`src/rtl/instruction_fetch_pkg.sv`:
```
// Shared definitions for the instruction fetch unit: NOP encoding, fetch FSM
// states and the default sequential PC increment.
package instruction_fetch_pkg;

  localparam logic [31:0] NOP_INSTR     = 32'h0000_0013;
  localparam int unsigned FETCH_PC_STEP = 4;

  typedef enum logic [1:0] {
    FETCH_IDLE = 2'd0,
    FETCH_RUN  = 2'd1,
    FETCH_HALT = 2'd2
  } fetch_state_t;

endpackage

```
`src/rtl/fetch_skid_reg.sv`:
```
// Output register holding one fetched instruction and its PC for decode.
// Latency: captures on the load edge, so out_valid rises one edge after load.
// Backpressure: holds contents while out_valid && !out_ready; flush wins over load.
module fetch_skid_reg
  import instruction_fetch_pkg::*;
#(
  parameter logic [31:0] RESET_PC = 32'h0000_0000
) (
  input  logic        clk,
  input  logic        rst,
  input  logic        load,
  input  logic        flush,
  input  logic [31:0] in_instr,
  input  logic [31:0] in_pc,
  input  logic        out_ready,
  output logic        out_valid,
  output logic [31:0] out_instr,
  output logic [31:0] out_pc
);

  // Valid bit: flush drops the wrong-path word, load refills, a transfer without refill empties.
  always_ff @(posedge clk or posedge rst) begin
    if (rst) begin
      out_valid <= 1'b0;
    end else if (flush) begin
      out_valid <= 1'b0;
    end else if (load) begin
      out_valid <= 1'b1;
    end else if (out_valid && out_ready) begin
      out_valid <= 1'b0;
    end
  end

  // Payload only changes on a load; it keeps its last value when invalid.
  always_ff @(posedge clk or posedge rst) begin
    if (rst) begin
      out_instr <= NOP_INSTR;
      out_pc    <= RESET_PC;
    end else if (load && !flush) begin
      out_instr <= in_instr;
      out_pc    <= in_pc;
    end
  end

endmodule

```
`src/rtl/instruction_fetch.sv`:
```
// Instruction fetch: drives ROM address from the PC, registers one word per cycle to decode.
// Latency: one edge from pc to out_valid; sustains one instruction per cycle.
// Backpressure: pc and output register hold while out_valid && !out_ready; redirect flushes.
module instruction_fetch
  import instruction_fetch_pkg::*;
#(
  parameter logic [31:0] RESET_PC = 32'h0000_0000,
  parameter int unsigned PC_STEP  = FETCH_PC_STEP
) (
  input  logic        clk,
  input  logic        reset,
  input  logic        enable,
  output logic [31:0] rom_addr,
  input  logic [31:0] rom_data,
  input  logic        redirect_valid,
  input  logic [31:0] redirect_pc,
  output logic        out_valid,
  input  logic        out_ready,
  output logic [31:0] out_instr,
  output logic [31:0] out_pc,
  output logic        fault,
  output logic [31:0] fetch_count
);

  fetch_state_t state, state_next;
  logic [31:0]  pc, pc_next;
  logic         load, flush, fault_set;
  logic         misaligned;

  assign rom_addr   = pc;
  assign misaligned = (redirect_pc[1:0] != 2'b00);

  // Next-state, PC and output-register control; redirect takes priority over load.
  always_comb begin
    state_next = state;
    pc_next    = pc;
    load       = 1'b0;
    flush      = 1'b0;
    fault_set  = 1'b0;
    case (state)
      FETCH_IDLE: begin
        if (redirect_valid && misaligned) begin
          fault_set  = 1'b1;
          flush      = 1'b1;
          state_next = FETCH_HALT;
        end else begin
          if (redirect_valid) begin
            pc_next = redirect_pc;
            flush   = 1'b1;
          end
          if (enable) state_next = FETCH_RUN;
        end
      end
      FETCH_RUN: begin
        if (redirect_valid && misaligned) begin
          fault_set  = 1'b1;
          flush      = 1'b1;
          state_next = FETCH_HALT;
        end else if (redirect_valid) begin
          pc_next    = redirect_pc;
          flush      = 1'b1;
          state_next = enable ? FETCH_RUN : FETCH_IDLE;
        end else if (!enable) begin
          state_next = FETCH_IDLE;
        end else if (!out_valid || out_ready) begin
          load    = 1'b1;
          pc_next = pc + 32'(PC_STEP);
        end
      end
      FETCH_HALT: begin
        state_next = FETCH_HALT;
      end
      default: begin
        state_next = FETCH_IDLE;
      end
    endcase
  end

  // State and PC registers.
  always_ff @(posedge clk or posedge reset) begin
    if (reset) begin
      state <= FETCH_IDLE;
      pc    <= RESET_PC;
    end else begin
      state <= state_next;
      pc    <= pc_next;
    end
  end

  // Sticky fault flag and handshake counter (counts even on a flushing edge).
  always_ff @(posedge clk or posedge reset) begin
    if (reset) begin
      fault       <= 1'b0;
      fetch_count <= 32'd0;
    end else begin
      if (fault_set) fault <= 1'b1;
      if (out_valid && out_ready) fetch_count <= fetch_count + 32'd1;
    end
  end

  fetch_skid_reg #(
    .RESET_PC (RESET_PC)
  ) u_skid (
    .clk       (clk),
    .rst       (reset),
    .load      (load),
    .flush     (flush),
    .in_instr  (rom_data),
    .in_pc     (pc),
    .out_ready (out_ready),
    .out_valid (out_valid),
    .out_instr (out_instr),
    .out_pc    (out_pc)
  );

endmodule
```
`config.mk`:
```
export PLATFORM = sky130hd
export DESIGN_NAME = instruction_fetch
export DESIGN_NICKNAME = d
export VERILOG_FILES = /design/src/rtl/instruction_fetch_pkg.sv /design/src/rtl/fetch_skid_reg.sv /design/src/rtl/instruction_fetch.sv
export SDC_FILE = /design/constraint.sdc
export NUM_CORES = 1
export LEC_CHECK = 0
export CORE_MARGIN = 5
export CORE_UTILIZATION = 35
export CTS_CLUSTER_DIAMETER = 100
export CTS_CLUSTER_SIZE = 14
export DETAILED_ROUTE_END_ITERATION = 7
export HOLD_SLACK_MARGIN = 0.15
export PLACE_DENSITY_LB_ADDON = 0.1
export SETUP_SLACK_MARGIN = 0.3
export SYNTH_ARGS = -nofsm -noshare
export SYNTH_HDL_FRONTEND = slang
export SYNTH_SLANG_ARGS = --single-unit
```
`constraint.sdc`:
```
create_clock -name clk -period 9 [get_ports clk]
set_input_delay 1.8 -clock clk [delete_from_list [all_inputs] [get_ports clk]]
set_output_delay 1.8 -clock clk [all_outputs]
set_load 0.02 [all_outputs]
```
; Word level (Yosys, flattened, before mapping)
; Cells that the tools add are included.
[classes]
reduce_logical = 13
addsub = 2
mux = 27
eq_ne = 9
[ops]
columns = operator, n
row1 = 32-bit 2-to-1 mux, 6
row2 = 32-bit one-hot mux with 2 select lines, 1
row3 = 32-bit by 1-bit adder with 32-bit output (second input constant), 1
row4 = 32-bit by 3-bit adder with 32-bit output (second input constant), 1
row5 = 1-bit 2-to-1 mux, 14
row6 = 2-bit 2-to-1 mux, 5
row7 = 3-bit inequality test (second input constant), 3
row8 = 2-bit inequality test (second input constant), 3
row9 = 2-bit one-hot mux with 3 select lines, 1
row10 = 6-bit AND reduction, 1
row11 = 4-bit inequality test (second input constant), 1
row12 = 2-bit nonzero test, 2
row13 = 1-bit logical AND, 3
row14 = 3-bit nonzero test, 1
row15 = 2-bit by 1-bit == test with 1-bit output (second input constant), 1
row16 = 2-bit == test (second input constant), 1
row17 = 1-bit logical NOT, 2
row18 = 2-bit logical NOT, 1
row19 = 2-bit AND reduction, 1
row20 = 2-bit OR reduction, 1
row21 = 1-bit logical OR, 1
[totals]
reg_bits = 132
elab_cells = 58
inputBits = 69

; Logic depth before layout (Yosys ltp)
; Gate-level depths: netlist (run 1).
[logic_depth]
word_depth = 9
mapped_depth = 7
mapped_depth_nobuf = 6

; By module
; A second synthesis (run 1) with hierarchy kept.
[unflattened]
hier_cells = 527
hier_area_um2 = 6379.9
[modules_own_cells]
columns = mod, n_inst, area_each_um2, seq_area_each_um2, cells_per_inst
row1 = instruction_fetch, 1, 3631.0, 1676.6, 386
row2 = fetch_skid_reg, 1, 2748.9, 1630.3, 141

; Least setup slack after synthesis (run 1)
; No wires, ideal clock.
[synth_timing]
path_type = in2reg
from = input port out_ready
to = register fetch_count[26]
setup_slack_ps = 5946
setup_time_ps = 129
t_arrival_ps = 2925
cell_stages = 5
required_ps = 8871
cell_sequence = nand3_1 nor4_2 and4_1 nand4_1 xnor2_1
[synth_between]
elab_chain_cells = 1
[synth_lines]
columns = item, line
row1 = start: declaration, instruction_fetch.sv:18  ; input logic out_ready,
row2 = 1-bit logical AND, instruction_fetch.sv:97  ; if (out_valid && out_ready) fetch_count <= fetch_count + 32'd1;
row3 = end signal: assignment, instruction_fetch.sv:97
row4 = end: declaration, instruction_fetch.sv:22  ; output logic [31:0] fetch_count
; No other way between the ends.
; A chain may end at the register's enable or synchronous reset.

; Worst setup path after layout (run 1)
[layout_timing]
from = input port redirect_valid
to = register pc[25] (netlist: rom_addr[25])
[layout_between]
elab_chain_cells = 3
[layout_lines]
columns = item, line
row1 = start: declaration, instruction_fetch.sv:15  ; input logic redirect_valid,
row2 = 32-bit 2-to-1 mux or 1-bit logical AND (tied branches), "instruction_fetch.sv:59, instruction_fetch.sv:42, instruction_fetch.sv:55"
row3 = 32-bit 2-to-1 mux or 2-bit inequality test (tied branches), --
row4 = 32-bit one-hot mux with 2 select lines or 6-bit AND reduction (tied branches), --
row5 = end signal: assignment, instruction_fetch.sv:86  ; pc <= pc_next;
row6 = end: declaration, instruction_fetch.sv:26  ; logic [31:0] pc, pc_next;
; Parallel ways exist; a longest one is shown, timed or not. The select of a mux whose other input is x is not followed.

==> qor.txt, run 1 <==
status -> finished, final reports clean
Max H-tree Level -> 4
Root Buffer -> clkbuf_16
clk buf depth -> 2
vias -> 5,347
Worst Setup SP -> redirect_valid
Final nets -> 901
Clock Latency Late Sink -> 0.42 ns
wire length of the first global-routing pass -> 28.8 mm
Period Utilization, post-route -> 0.450
worst path required time -> 9.29 ns
crit end category -> flop
setup bufs post-CTS -> 0
worst hold stages -> 2
vias in the first global route -> 5,355
maximum VDD drop -> 0.000132 V
routed vias/inst -> 5.03
FP Rows -> 47
diode count -> 0
CP max stage delay -> 0.74 ns
Final Max Slew Viols -> 0
CTS tree -> built
hold path start -> u_skid.out_instr[4]
Synth Instances -> 639
sequential area share after synthesis -> 0.552
PortBufs -> 198
die area -> 19,800 µm²
cell area after synthesis -> 5990 µm²
Cell Chain, Critical Path -> clkdlybuf4s50_1 > nor4b_4 > a21o_1 > and3_1 > a21oi_1 > o311ai_0
reg-to-reg endpoint -> rom_addr[25]
Layout area overhead -> 46.0%
max_slew headroom -> 0.221
Area contributors post-synth -> dfrtp_1 (54%), nand2_1 (14%), xnor2_1 (3.1%)
Tot GR Track Use -> 0.182
Post-DP HPWL -> 12.3 mm
Worst Skew -> 0.0120 ns
chip height -> 141 µm
Worst Hold Class -> flop to flop
Fmax -> 247 MHz
DR iter-0 viols -> 305
startpoint types -> primary input
Initial Util -> 0.359
drt drc -> 0
top post-synthesis cells by count -> nand2_1 (225), dfrtp_1 (129), a21oi_1 (32), nor2_1 (32)
Hold-fix buffers, CTS -> 0
Leak -> 4.00 nW
crit-path max FO -> 27
P per Cell Area -> 232 nW/µm²
Setup Crit Path Kind -> primary input to flop
post-synth top area cell -> dfrtp_1
area of the core -> 16,700 µm²
Hold Violations, Final -> 0
total gr overflow -> 0
RSZ-0062 raised after global routing -> no
initial antenna violation count -> 0
share of cells above drive strength 1 -> 0.0712
Async SR Flop Fraction -> 1.00
CTS buffer count -> 17
IO Pins -> 199
Routed Antenna Nets -> 0
cell with the most instances after synthesis -> nand2_1
pin count of the biggest net entering global routing -> 88
reg2reg start -> state[1]
Final Setup Violations -> 0
Core Util, Final -> 0.524
gpl congestion -> 0.807
hold endpoint -> u_skid.out_instr[4]
Die W -> 141 µm
sum of buffers and inverters on the critical path -> 1
synth unique cells -> 59
final WL -> 17.8 mm
clk sink count -> 132
critical path's slowest cell -> a21o_1
worst r2r path cells -> 5
post-synth top area share -> 0.539
slew at the pin with the worst max-slew slack -> 1.17 ns
CP arrival -> 4.33 ns
FF-to-FF setup slack -> 6.45 ns
post_cts resized -> 0
Fill cells -> 1,528
number of synthesized flops with an enable pin -> 0
drt wl/cell -> 16.7 µm
post-synth net total -> 710
DR pass1 iterations -> 7
CTS clk-pin slew, worst paths -> 0.06 ns
Reg area -> 3310 µm²
setup TNS -> 0 ns
Final min period -> 4.05 ns
largest delay contributor family on the critical path -> simple AND/OR/NAND/NOR gates
synthesis-stage register bit count -> 132
main flop type after synthesis -> dfrtp_1
Post-Syn Area per Cell -> 9.38 µm²
area of the multi-input gates -> 2540 µm²
max_cap viols -> 0
warning count from the yosys run -> 0
## cells in the final DEF (no fill, tap or decap), types with 14 or more instances in the layout
cell type | netlist | routed
dfrtp_1 | 129 | 129
nor2_1 | 32 | 32
clkdlybuf4s50_1 | 0 | 198
clkbuf_16 | 0 | 17
a21oi_1 | 32 | 32
and3_1 | 14 | 14
nand2_1 | 225 | 224
nand4_1 | 18 | 18
o21ai_0 | 16 | 16
nand3_1 | 21 | 21
xnor2_1 | 21 | 21
## power breakdown
group	internal, W	total, W	leakage [nW]	switching [W]
combinational	0.000242	0.000490	1.96	0.000248
sequential	0.000684	0.000832	1.75	0.000148
clock	0.000444	0.000707	0.294	0.000263
total	0.00137	0.00203	4.00	0.000660
## worst max-delay path by stage
stage | end | depth (start not counted)
after floorplan | fault | 1
after global placement | rom_addr[25] | 6
after detailed placement | rom_addr[25] | 6
after CTS | rom_addr[25] | 6
after global routing | rom_addr[25] | 6
final | rom_addr[25] | 6
## final cells by class
| cell class | count | area share |
|---|---|---|
| Clock inverter | 12 | 0.0179 |
| Sequential cell | 132 | 0.378 |
| Timing Repair Buffer | 201 | 0.229 |
| Tap cell | 220 | 0.0315 |
| Multi-Input combinational cell | 475 | 0.291 |
| Inverter | 3 | 0.00186 |
| Clock buffer | 20 | 0.0510 |
## kinds of logic after synthesis
family / synth area share
xor+xnor: 0.0453
mux: 0.00355
buf+inv: 0.0248
flops: 0.552
simple gates: 0.280
fa+ha+maj: 0.00418
compound gates: 0.0900
## registers in the layout (all words and copies together) (netlist names)
name / count
state: 2
rom_addr: 32
u_skid.out_pc: 32
u_skid.out_valid: 1
fetch_count: 32
u_skid.out_instr: 32
fault: 1
## through the flow
step / hold WS [ns] / cells / power, W / worst slack, ns / instance area [µm²]
3_5_place_dp: 0.453 / 1031 / 0.00133 / 4.52 / 8150
3_3_place_gp: 0.447 / 1031 / 0.00132 / 4.64 / 8150
2_1_floorplan: 0.490 / 639 / 0.00104 / 3.68 / 5990
4_1_cts: 0.462 / 1063 / 0.00205 / 4.96 / 8750
5_1_grt: 0.473 / 1063 / 0.00212 / 4.77 / 8750
6_report: 0.459 / 1063 / 0.00203 / 4.95 / 8750
## tightest hold or removal path, delay by kind of cell, from the launching register on
kind | cells | cell delay, ns
simple gates | 2 | 0.10
flops | 1 | 0.37
## routing by layer
| metal | track usage | up-vias | part of all wire |
|---|---|---|---|
| met3 | 0.0596 | 18 | 0.081 |
| met2 | 0.287 | 189 | 0.48 |
| met4 | 0.0571 | 0 | 0.014 |
| met5 | 0 | - | 0 |
| li1 | - | 2557 | - |
| met1 | 0.237 | 2583 | 0.43 |
(Power assumes the default switching activity.)
==> run 2: changes to the inputs <==
clock period = 3.4 ns   (was 9 ns; I/O delays follow)
==> run 2 against run 1 <==
Combinational power increased to 2.7 times the previous value. Final area increased by 1.1%. Non-clock buffer count increased by 8. Setup slack got worse by 3.9 ns. Sequential power increased to 2.7 times the previous value. Routed wire length about the same. Hold slack got worse by 0.0024 ns. Via count decreased by 0.58%. Count of clock-buffer cells in the layout decreased by 1. Utilization increased by 0.57 points. Die area unchanged. Register-to-register slack got worse by 5.3 ns. Largest power group unchanged.
==> qor.txt, run 2 (synthesis results as in run 1) <==
status -> finished, final reports clean
setup TNS -> 0 ns (unchanged)
reg-to-reg endpoint -> rom_addr[24]
Hold-fix buffers, CTS -> 0 (unchanged)
RSZ-0062 raised after global routing -> no
worst r2r path cells -> 6 (+1)
maximum VDD drop -> 0.000484 V (+270%)
CTS tree -> built
Worst Setup SP -> rom_addr[23]
pin count of the biggest net entering global routing -> 56 (-36%)
die area -> 19,800 µm² (unchanged)
post_cts resized -> 0 (unchanged)
Leak -> 4.06 nW (+1.3%)
largest delay contributor family on the critical path -> buffers and inverters
Layout area overhead -> 47.6%
clk buf depth -> 2 (unchanged)
CP max stage delay -> 0.71 ns (-0.03 ns)
Initial Util -> 0.359 (unchanged)
Clock Latency Late Sink -> 0.41 ns (about the same)
total gr overflow -> 0 (unchanged)
drt wl/cell -> 16.6 µm (-0.65%)
drt drc -> 0 (unchanged)
gpl congestion -> 0.824 (+2.1%)
Max H-tree Level -> 4 (unchanged)
area of the core -> 16,700 µm² (unchanged)
IO Pins -> 199 (unchanged)
Final nets -> 909 (+0.89%)
FF-to-FF setup slack -> 1.17 ns (-5.28 ns)
FP Rows -> 47 (unchanged)
Worst Skew -> 0.00682 ns (-0.00518 ns)
routed vias/inst -> 4.96 (-1.3%)
PortBufs -> 198 (unchanged)
critical path's slowest cell -> clkdlybuf4s50_1
Setup Crit Path Kind -> flop to output port
most frequent cells in the layout -> nand2_1 (224), clkdlybuf4s50_1 (198), dfrtp_1 (129), a21oi_1 (32), nor2_1 (32)
commonest non-fill, non-tap cell in the layout -> nand2_1
Tot GR Track Use -> 0.182 (+0.000471)
Hold Violations, Final -> 0 (unchanged)
vias -> 5,316 (-0.58%)
sum of buffers and inverters on the critical path -> 1 (unchanged)
chip height -> 141 µm (unchanged)
share of cells above drive strength 1 -> 0.0811 (+0.00991)
Routed Antenna Nets -> 0 (unchanged)
max_slew headroom -> 0.479 (+0.259)
Die W -> 141 µm (unchanged)
CP arrival -> 1.63 ns (-2.70 ns)
startpoint types -> flop
initial antenna violation count -> 0 (unchanged)
Post-DP HPWL -> 12.8 mm (+4.4%)
reg2reg start -> rom_addr[2]
DR iter-0 viols -> 276 (-9.5%)
crit end category -> output port
crit-path max FO -> 9 (-67%)
P per Cell Area -> 605 nW/µm² (+160%)
final WL -> 17.8 mm (about the same)
Fmax -> 433 MHz
hold path start -> u_skid.out_instr[0]
Final min period -> 2.31 ns
Worst Hold Class -> flop to flop
Final Max Slew Viols -> 0 (unchanged)
placed cells -> 1,039 (+0.78%)
DR pass1 iterations -> 6 (-1)
Root Buffer -> clkbuf_16
clk sink count -> 132 (unchanged)
slew at the pin with the worst max-slew slack -> 0.779 ns (-0.389 ns)
max_cap viols -> 0 (unchanged)
final cell count without fillers -> 1,071 (+0.75%)
vias in the first global route -> 5,424 (+1.3%)
pre-CTS setup slack -> 0.691 ns (-3.83 ns)
CTS buffer count -> 17 (unchanged)
worst path required time -> 2.72 ns (-6.57 ns)
Final Setup Violations -> 0 (unchanged)
worst hold stages -> 2 (unchanged)
setup bufs post-CTS -> 0 (unchanged)
wire length of the first global-routing pass -> 28.8 mm (about the same)
hold endpoint -> u_skid.out_instr[0]
final setup margin -> 1.09 ns (-3.86 ns)
Cell Chain, Critical Path -> clkdlybuf4s50_1
Period Utilization, post-route -> 0.679
CTS clk-pin slew, worst paths -> 0.06 ns (about the same)
diode count -> 0 (unchanged)
-- run 2: where the power goes --
group	leakage [nW]	switching [W]	internal (W)
Combinational	2.01	0.000656	0.000645
Sequential	1.75	0.000395	0.00181
Clock	0.300	0.000672	0.00117
-- run 2: worst max path at each step --
stage / endpoint / slack [ns] / cells past startpoint
after global placement: rom_addr[31] / 0.76 / 7
after CTS: rom_addr[6] / 1.08 / 1
after global routing: rom_addr[29] / 0.99 / 6
after floorplan: fault / 1.09 / 1
after detailed placement: rom_addr[31] / 0.69 / 7
final: rom_addr[23] / 1.09 / 1
-- run 2: worst min-delay path, delay by kind of cell, from the launching register on --
| kind | cells | cell delay, ns |
|---|---|---|
| flops | 1 | 0.36 |
| simple gates | 2 | 0.09 |
-- run 2: cell type report --
type	instances	area, µm²
Tap cell	220	275
Sequential cell	132	3310
Clock inverter	13	159
Multi-Input combinational cell	475	2540
Timing Repair Buffer	209	2100
Fill cell	1536	7860
Inverter	3	15.0
Clock buffer	19	443
-- run 2: metrics by stage --
stage	total power, W	hold slack [ns]	instance area [µm²]	util
2_1_floorplan	0.00275	0.490	6000	-
3_3_place_gp	0.00351	0.447	8240	0.494
3_5_place_dp	0.00354	0.450	8240	0.494
4_1_cts	0.00541	0.460	8850	0.530
5_1_grt	0.00561	0.484	8850	0.530
6_report	0.00535	0.456	8850	0.530
-- run 2: routing by layer --
layer / wire (µm) / global-route usage / share of wire / vias up
met4: 308 / 0.0688 / 0.017 / 0
met5: 0 / 0 / 0 / -
li1: - / - / - / 2574
met2: 8620 / 0.295 / 0.48 / 173
met3: 1130 / 0.0498 / 0.063 / 18
met1: 7730 / 0.233 / 0.43 / 2551
